## src/rtl/instr_pkg.sv

```systemverilog
// Shared instruction-set definitions for the encoder and decoder: field widths,
// opcode enumeration, encoder FSM states and the opcode legality check.
package instr_pkg;

    localparam int OPC_W  = 4;
    localparam int OPR_W  = 28;
    localparam int WORD_W = 32;

    typedef enum logic [OPC_W-1:0] {
        PUSH = 4'h0,
        POP  = 4'h1,
        ADD  = 4'h2,
        SUB  = 4'h3,
        MOV  = 4'h4,
        JMP  = 4'h5,
        LODI = 4'h6,
        STOR = 4'h7,
        CALL = 4'h8,
        RET  = 4'h9,
        CMP  = 4'hA,
        NOP  = 4'hB,
        LOCK = 4'hC
    } opcode_e;

    typedef enum logic {
        ST_IDLE = 1'b0,
        ST_IMM  = 1'b1
    } enc_state_e;

    // Codes above LOCK are reserved and never reach the instruction stream.
    function automatic logic is_legal_opc(input logic [OPC_W-1:0] opc);
        return (opc <= 4'hC);
    endfunction

endpackage

```

## src/rtl/instr_word_fifo.sv

```systemverilog
// Synchronous word FIFO with first-word-fall-through head; when empty the head
// keeps showing the last word popped (zero after reset).
module instr_word_fifo #(
    parameter int WIDTH = 32,
    parameter int DEPTH = 4
) (
    input  logic                     clk,
    input  logic                     rst,
    input  logic                     push,
    input  logic [WIDTH-1:0]         push_data,
    input  logic                     pop,
    output logic [WIDTH-1:0]         head,
    output logic                     full,
    output logic                     empty,
    output logic [$clog2(DEPTH):0]   count
);

    localparam int AW = $clog2(DEPTH);

    logic [WIDTH-1:0] mem [DEPTH];
    logic [AW-1:0]    wr_ptr_reg;
    logic [AW-1:0]    rd_ptr_reg;
    logic [AW:0]      count_reg;
    logic [WIDTH-1:0] last_reg;
    logic             push_ok;
    logic             pop_ok;

    assign full    = (count_reg == (AW+1)'(DEPTH));
    assign empty   = (count_reg == '0);
    assign count   = count_reg;
    // A full FIFO refuses a push even when a pop frees a slot in the same cycle.
    assign push_ok = push && !full;
    assign pop_ok  = pop && !empty;
    assign head    = empty ? last_reg : mem[rd_ptr_reg];

    always_ff @(posedge clk) begin
        if (push_ok) begin
            mem[wr_ptr_reg] <= push_data;
        end
    end

    always_ff @(posedge clk) begin
        if (rst) begin
            wr_ptr_reg <= '0;
            rd_ptr_reg <= '0;
            count_reg  <= '0;
            last_reg   <= '0;
        end else begin
            if (push_ok) begin
                wr_ptr_reg <= wr_ptr_reg + 1'b1;
            end
            if (pop_ok) begin
                rd_ptr_reg <= rd_ptr_reg + 1'b1;
                last_reg   <= mem[rd_ptr_reg];
            end
            case ({push_ok, pop_ok})
                2'b10:   count_reg <= count_reg + 1'b1;
                2'b01:   count_reg <= count_reg - 1'b1;
                default: count_reg <= count_reg;
            endcase
        end
    end

endmodule

```

## src/rtl/instr_encoder.sv

```systemverilog
// Packs opcode/operand field sets into 32-bit words and streams them through a
// word FIFO; LODI is followed by a raw immediate word. Define
// INSTR_ENC_STATS_EN to add the words_emitted / illegal_count counters.
module instr_encoder
    import instr_pkg::*;
#(
    parameter int FIFO_DEPTH = 4
`ifdef INSTR_ENC_STATS_EN
    ,
    parameter int STAT_W     = 16
`endif
) (
    input  logic              clk,
    input  logic              rst,
    input  logic              in_valid,
    output logic              in_ready,
    input  logic [OPC_W-1:0]  in_opc,
    input  logic [OPR_W-1:0]  in_oprands,
    input  logic [WORD_W-1:0] in_imm,
    output logic              out_valid,
    input  logic              out_ready,
    output logic [WORD_W-1:0] out_word,
    output logic              err_illegal,
    output logic              busy
`ifdef INSTR_ENC_STATS_EN
    ,
    output logic [STAT_W-1:0] words_emitted,
    output logic [STAT_W-1:0] illegal_count
`endif
);

    enc_state_e                   state_reg;
    enc_state_e                   state_next;
    logic [WORD_W-1:0]            imm_reg;
    logic                         err_reg;
    logic                         fifo_push;
    logic [WORD_W-1:0]            push_data;
    logic                         fifo_pop;
    logic                         fifo_full;
    logic                         fifo_empty;
    logic [$clog2(FIFO_DEPTH):0]  fifo_count;
    logic                         accept;
    logic                         opc_legal;
    logic                         opc_lodi;

    assign opc_legal   = is_legal_opc(in_opc);
    assign opc_lodi    = (in_opc == LODI);
    assign accept      = in_valid && in_ready;
    assign out_valid   = !fifo_empty;
    assign fifo_pop    = out_valid && out_ready;
    assign err_illegal = err_reg;
    assign busy        = (state_reg != ST_IDLE) || (fifo_count != '0);

    instr_word_fifo #(
        .WIDTH (WORD_W),
        .DEPTH (FIFO_DEPTH)
    ) u_fifo (
        .clk       (clk),
        .rst       (rst),
        .push      (fifo_push),
        .push_data (push_data),
        .pop       (fifo_pop),
        .head      (out_word),
        .full      (fifo_full),
        .empty     (fifo_empty),
        .count     (fifo_count)
    );

    always_ff @(posedge clk) begin
        if (rst) begin
            state_reg <= ST_IDLE;
        end else begin
            state_reg <= state_next;
        end
    end

    always_comb begin
        state_next = state_reg;
        case (state_reg)
            ST_IDLE: if (accept && opc_lodi) state_next = ST_IMM;
            ST_IMM:  if (!fifo_full)         state_next = ST_IDLE;
            default: state_next = ST_IDLE;
        endcase
    end

    // While the immediate is pending the input side stays closed, so the
    // header and its immediate always sit next to each other in the FIFO.
    always_comb begin
        in_ready  = 1'b0;
        fifo_push = 1'b0;
        push_data = {in_oprands, in_opc};
        case (state_reg)
            ST_IDLE: begin
                in_ready  = !fifo_full && !rst;
                fifo_push = in_valid && !fifo_full && !rst && opc_legal;
            end
            ST_IMM: begin
                fifo_push = !fifo_full;
                push_data = imm_reg;
            end
            default: begin
                in_ready  = 1'b0;
                fifo_push = 1'b0;
            end
        endcase
    end

    always_ff @(posedge clk) begin
        if (rst) begin
            imm_reg <= '0;
            err_reg <= 1'b0;
        end else begin
            if (accept && opc_lodi) begin
                imm_reg <= in_imm;
            end
            err_reg <= accept && !opc_legal;
        end
    end

`ifdef INSTR_ENC_STATS_EN
    logic [STAT_W-1:0] words_reg;
    logic [STAT_W-1:0] illegal_reg;

    always_ff @(posedge clk) begin
        if (rst) begin
            words_reg   <= '0;
            illegal_reg <= '0;
        end else begin
            if (fifo_pop && (words_reg != '1)) begin
                words_reg <= words_reg + 1'b1;
            end
            if (err_reg && (illegal_reg != '1)) begin
                illegal_reg <= illegal_reg + 1'b1;
            end
        end
    end

    assign words_emitted = words_reg;
    assign illegal_count = illegal_reg;
`endif

endmodule

```

## config.mk

```make
export PLATFORM = sky130hd
export DESIGN_NAME = instr_encoder
export DESIGN_NICKNAME = d
export VERILOG_FILES = /design/src/rtl/instr_pkg.sv /design/src/rtl/instr_word_fifo.sv /design/src/rtl/instr_encoder.sv
export SDC_FILE = /design/constraint.sdc
export NUM_CORES = 1
export LEC_CHECK = 0
export BUFFER_PORTS_ARGS = -buffer_cell sky130_fd_sc_hd__buf_2
export CAP_MARGIN = 30
export CORE_AREA = 8 8 146 135
export CTS_BUF_LIST = sky130_fd_sc_hd__clkbuf_8
export DETAILED_ROUTE_END_ITERATION = 8
export DIE_AREA = 0 0 154 143
export PLACE_DENSITY = 0.76
export SYNTH_ARGS = -nofsm -noshare
export SYNTH_HDL_FRONTEND = slang
export SYNTH_SLANG_ARGS = --single-unit
```

## constraint.sdc

```tcl
create_clock -name clk -period 2.65 [get_ports clk]
set_input_delay 0.3975 -clock clk [delete_from_list [all_inputs] [get_ports clk]]
set_output_delay 0.3975 -clock clk [all_outputs]
set_load 0.02 [all_outputs]
```

==> flow_metrics.env <==
export IMPL_status="finished, final reports clean"
export IMPL_wl_per_cell_um=19.4
export IMPL_fin_nets=713
export IMPL_cts_path_max_buffers=3
export IMPL_rows=46
export IMPL_drv_slew=0
export IMPL_fmax_mhz=391
export IMPL_critPathMaxStageDelay_ns=0.53
export IMPL_antenna_found_initial=0
export IMPL_drcViolationCount=0
export IMPL_p_leak_nw=3.61
export IMPL_clk_latency_ns=0.53
export IMPL_clock_sink_count=203
export IMPL_cts_tree="done"
export IMPL_die_h_um=143
export IMPL_cts_setup_buffers=0
export IMPL_syn_area_per_cell_um2=16.2
export IMPL_dieArea_mm2=0.0220
export IMPL_switching_power_w=0.00274
export IMPL_power_frac_clock_pct=29.6
export IMPL_clkTransAtPathRegs_ns=0.07
export IMPL_synth_edff_count=128
export IMPL_p_per_area_mw_per_mm2=927
export IMPL_netlist_instances=518
export IMPL_tightest_slew_ns=0.681
export IMPL_grt_use_total_pct=15.5
export IMPL_period_minus_slack_ns=2.56
export IMPL_largest_reg_flops=128
export IMPL_dp_hpwl_mm=10.7
export IMPL_synth_common_cells="edfxtp_1 (128), dfxtp_1 (75), nand2b_1 (67)"
export IMPL_ys_types=35
export IMPL_vias=4647
export IMPL_yosysWarnings=0
export IMPL_n_antenna_cell=0
export IMPL_rr_worst_depth=9
export IMPL_vias_per_cell=5.29
export IMPL_wirelength_mm=17.1
export IMPL_maxSlewHeadroom_pct=54.6
export IMPL_crit_slowest_cell="mux4_2"
export IMPL_peakVddDrop_uv=461
export IMPL_start_kind="flop"
export IMPL_hold_viol_final=0
export IMPL_seqPwrFrac_pct=40.7
export IMPL_yosysTopAreaCellShare_pct=45.7
export IMPL_core_region_area_mm2=0.0172
export IMPL_setup_viol=0
export IMPL_grt_pass1_vias=5187
export IMPL_placed_area_mm2=0.00916
export IMPL_drt_iter0_markers=230
export IMPL_die_width_um=154
export IMPL_finClkSkew_ns=0.0112
export IMPL_regToRegSetupSlack_ns=0.14
export IMPL_layout_drive_gt1_share_pct=42.1
export IMPL_start_util_pct=48.8
export IMPL_synth_area_leader_cell="edfxtp_1"
export IMPL_cts_buffers=31
export IMPL_cp_end_kind="primary output"
export IMPL_min_path_type="input port to flop"
export IMPL_syn_nets=592
export IMPL_yosysMostFrequentCell="edfxtp_1"
export IMPL_synthToLayoutAreaGrowth_pct=17.5
export IMPL_internal_power_w=0.00641
export IMPL_min_period_over_period_pct=96.6
export IMPL_synthArstFlopShare_pct=0
export IMPL_portBuffers=103
export IMPL_crit_end="out_word[24]"
export IMPL_synth_seq_area_share_pct=63.6
export IMPL_cp_data_required_time_ns=2.25
export IMPL_path_max_fanout=16
export IMPL_grt_pass1_wl_mm=27.1
export IMPL_drt_pass1_iter_count=4
export IMPL_regToRegStartpoint="u_fifo.count[2]"
export IMPL_design_area_mm2=0.00987
export IMPL_synth_area_mm2=0.00841
export IMPL_fin_util_pct=57.4
export IMPL_criticalPathCategory="flop to primary output"
export IMPL_ys_seq_elements=203
export IMPL_ys_flop_type="edfxtp_1"
export IMPL_r2r_end="u_fifo.count[2]"
export IMPL_synth_area_leaders="edfxtp_1 (46%), dfxtp_1 (18%), mux2_2 (8.6%), mux4_2 (8.6%), nand2b_1 (5.0%)"
export IMPL_htree_levels=1
export IMPL_grt_ovfl_total=0
export IMPL_crit_chain="clkbuf_16 -> mux4_2 -> mux2_2 -> buf_2"
export IMPL_final_setup_tns_ns=0
export IMPL_place_congestion=0.722
export IMPL_grt_max_degree=80
export IMPL_crit_arrival_ns=2.16
export IMPL_clockRootBuffer="clkbuf_8"
export IMPL_p_comb_share_pct=29.8
export IMPL_maxCapViolCount=0
export IMPL_ioPinCount=104
export IMPL_swShare_pct=30.0
export IMPL_rsz0062_at_grt="no"
export IMPL_worstHoldStart="in_imm[4]"
export IMPL_ant_nets=0
power by group through the flow:
stage	clock (W)	combinational [W]	sequential (W)
final	0.00271	0.00273	0.00372
after global routing	0.00292	0.00294	0.00374
after CTS	0.00278	0.00275	0.00371
after detailed placement	0	0.00272	0.00377
after global placement	0	0.00269	0.00376
after floorplan	0	0.00203	0.00374
stage by stage:
step | worst slack, ns | hold slack, ns | std cells | total power (W)
3_5_place_dp | 0.145 | 0.455 | 821 | 0.00649
2_1_floorplan | 0.364 | 0.438 | 518 | 0.00577
5_1_grt | 0.00354 | 0.0927 | 879 | 0.00960
6_report | 0.0900 | 0.119 | 879 | 0.00916
3_3_place_gp | 0.335 | 0.451 | 821 | 0.00644
4_1_cts | 0.0150 | 0.0821 | 878 | 0.00924
worst min path at each step:
stage	end	slack (ns)	cells past startpoint
6_report	imm_reg[4]	0.12	3
4_1_cts	imm_reg[4]	0.08	3
5_1_grt	imm_reg[26]	0.09	3
2_1_floorplan	u_fifo.last_reg[10]	0.44	1
3_3_place_gp	u_fifo.last_reg[10]	0.45	1
3_5_place_dp	u_fifo.last_reg[3]	0.46	1
layer usage:
| metal | share of wire (%) | vias to the layer above | routed length, um | track usage [%] |
|---|---|---|---|---|
| li1 | - | 2211 | - | - |
| met1 | 42 | 2287 | 7200 | 18.1 |
| met2 | 50 | 119 | 8580 | 27.7 |
| met3 | 5.2 | 30 | 896 | 3.69 |
| met4 | 2.3 | 0 | 401 | 4.74 |
| met5 | 0 | - | 0 | 0 |
cell usage in the layout (no fill, tap or decap), types with 2 or more instances in the layout:
master	n
edfxtp_1	128
buf_2	103
dfxtp_1	72
nand2b_1	67
mux2_2	64
clkbuf_8	41
mux2i_1	33
mux4_2	32
a22o_1	32
inv_1	15
buf_4	13
nor2_1	8
ha_1	5
and2_2	4
xor2_1	4
clkinv_2	4
nand2_1	3
a21oi_1	3
dfxtp_2	3
buf_12	3
o21ai_0	2
or3_1	2
clkinv_1	2
bufinv_16	2
logic make-up (layout without fill, tap and decap cells):
family          Yosys count  in the layout  synth area share, %
compound gates           41             41                 4.15
buf+inv                  40            185                 2.81
simple gates             95             95                 6.97
mux                     129            129                 21.1
xor+xnor                  4              4                0.417
fa+ha+maj                 6              6                0.982
flops                   203            203                 63.6
what timing repair did:
action / in CTS / in global routing
setup endpoints to repair: 7 / 26
gates resized for setup: 1 / 0
hold buffers: 0 / 0
pin swaps: 0 / 0
cloned: 0 / 1
final cells by class:
class                           count  area, um^2
Sequential cell                   203        5350
Timing Repair Buffer              121         709
Clock buffer                       41         564
Multi-Input combinational cell    275        2840
Fill cell                        1328        7330
Inverter                            7        26.3
Clock inverter                     16         118
Tap cell                          216         270
worst max-delay path, delay by kind of cell, from the launching register on:
family	cells	cell delay, ns
multiplexers	2	0.82
flip-flops	1	0.40
buffers and inverters	2	0.40
Note: power is estimated with default switching activity, not from simulation.
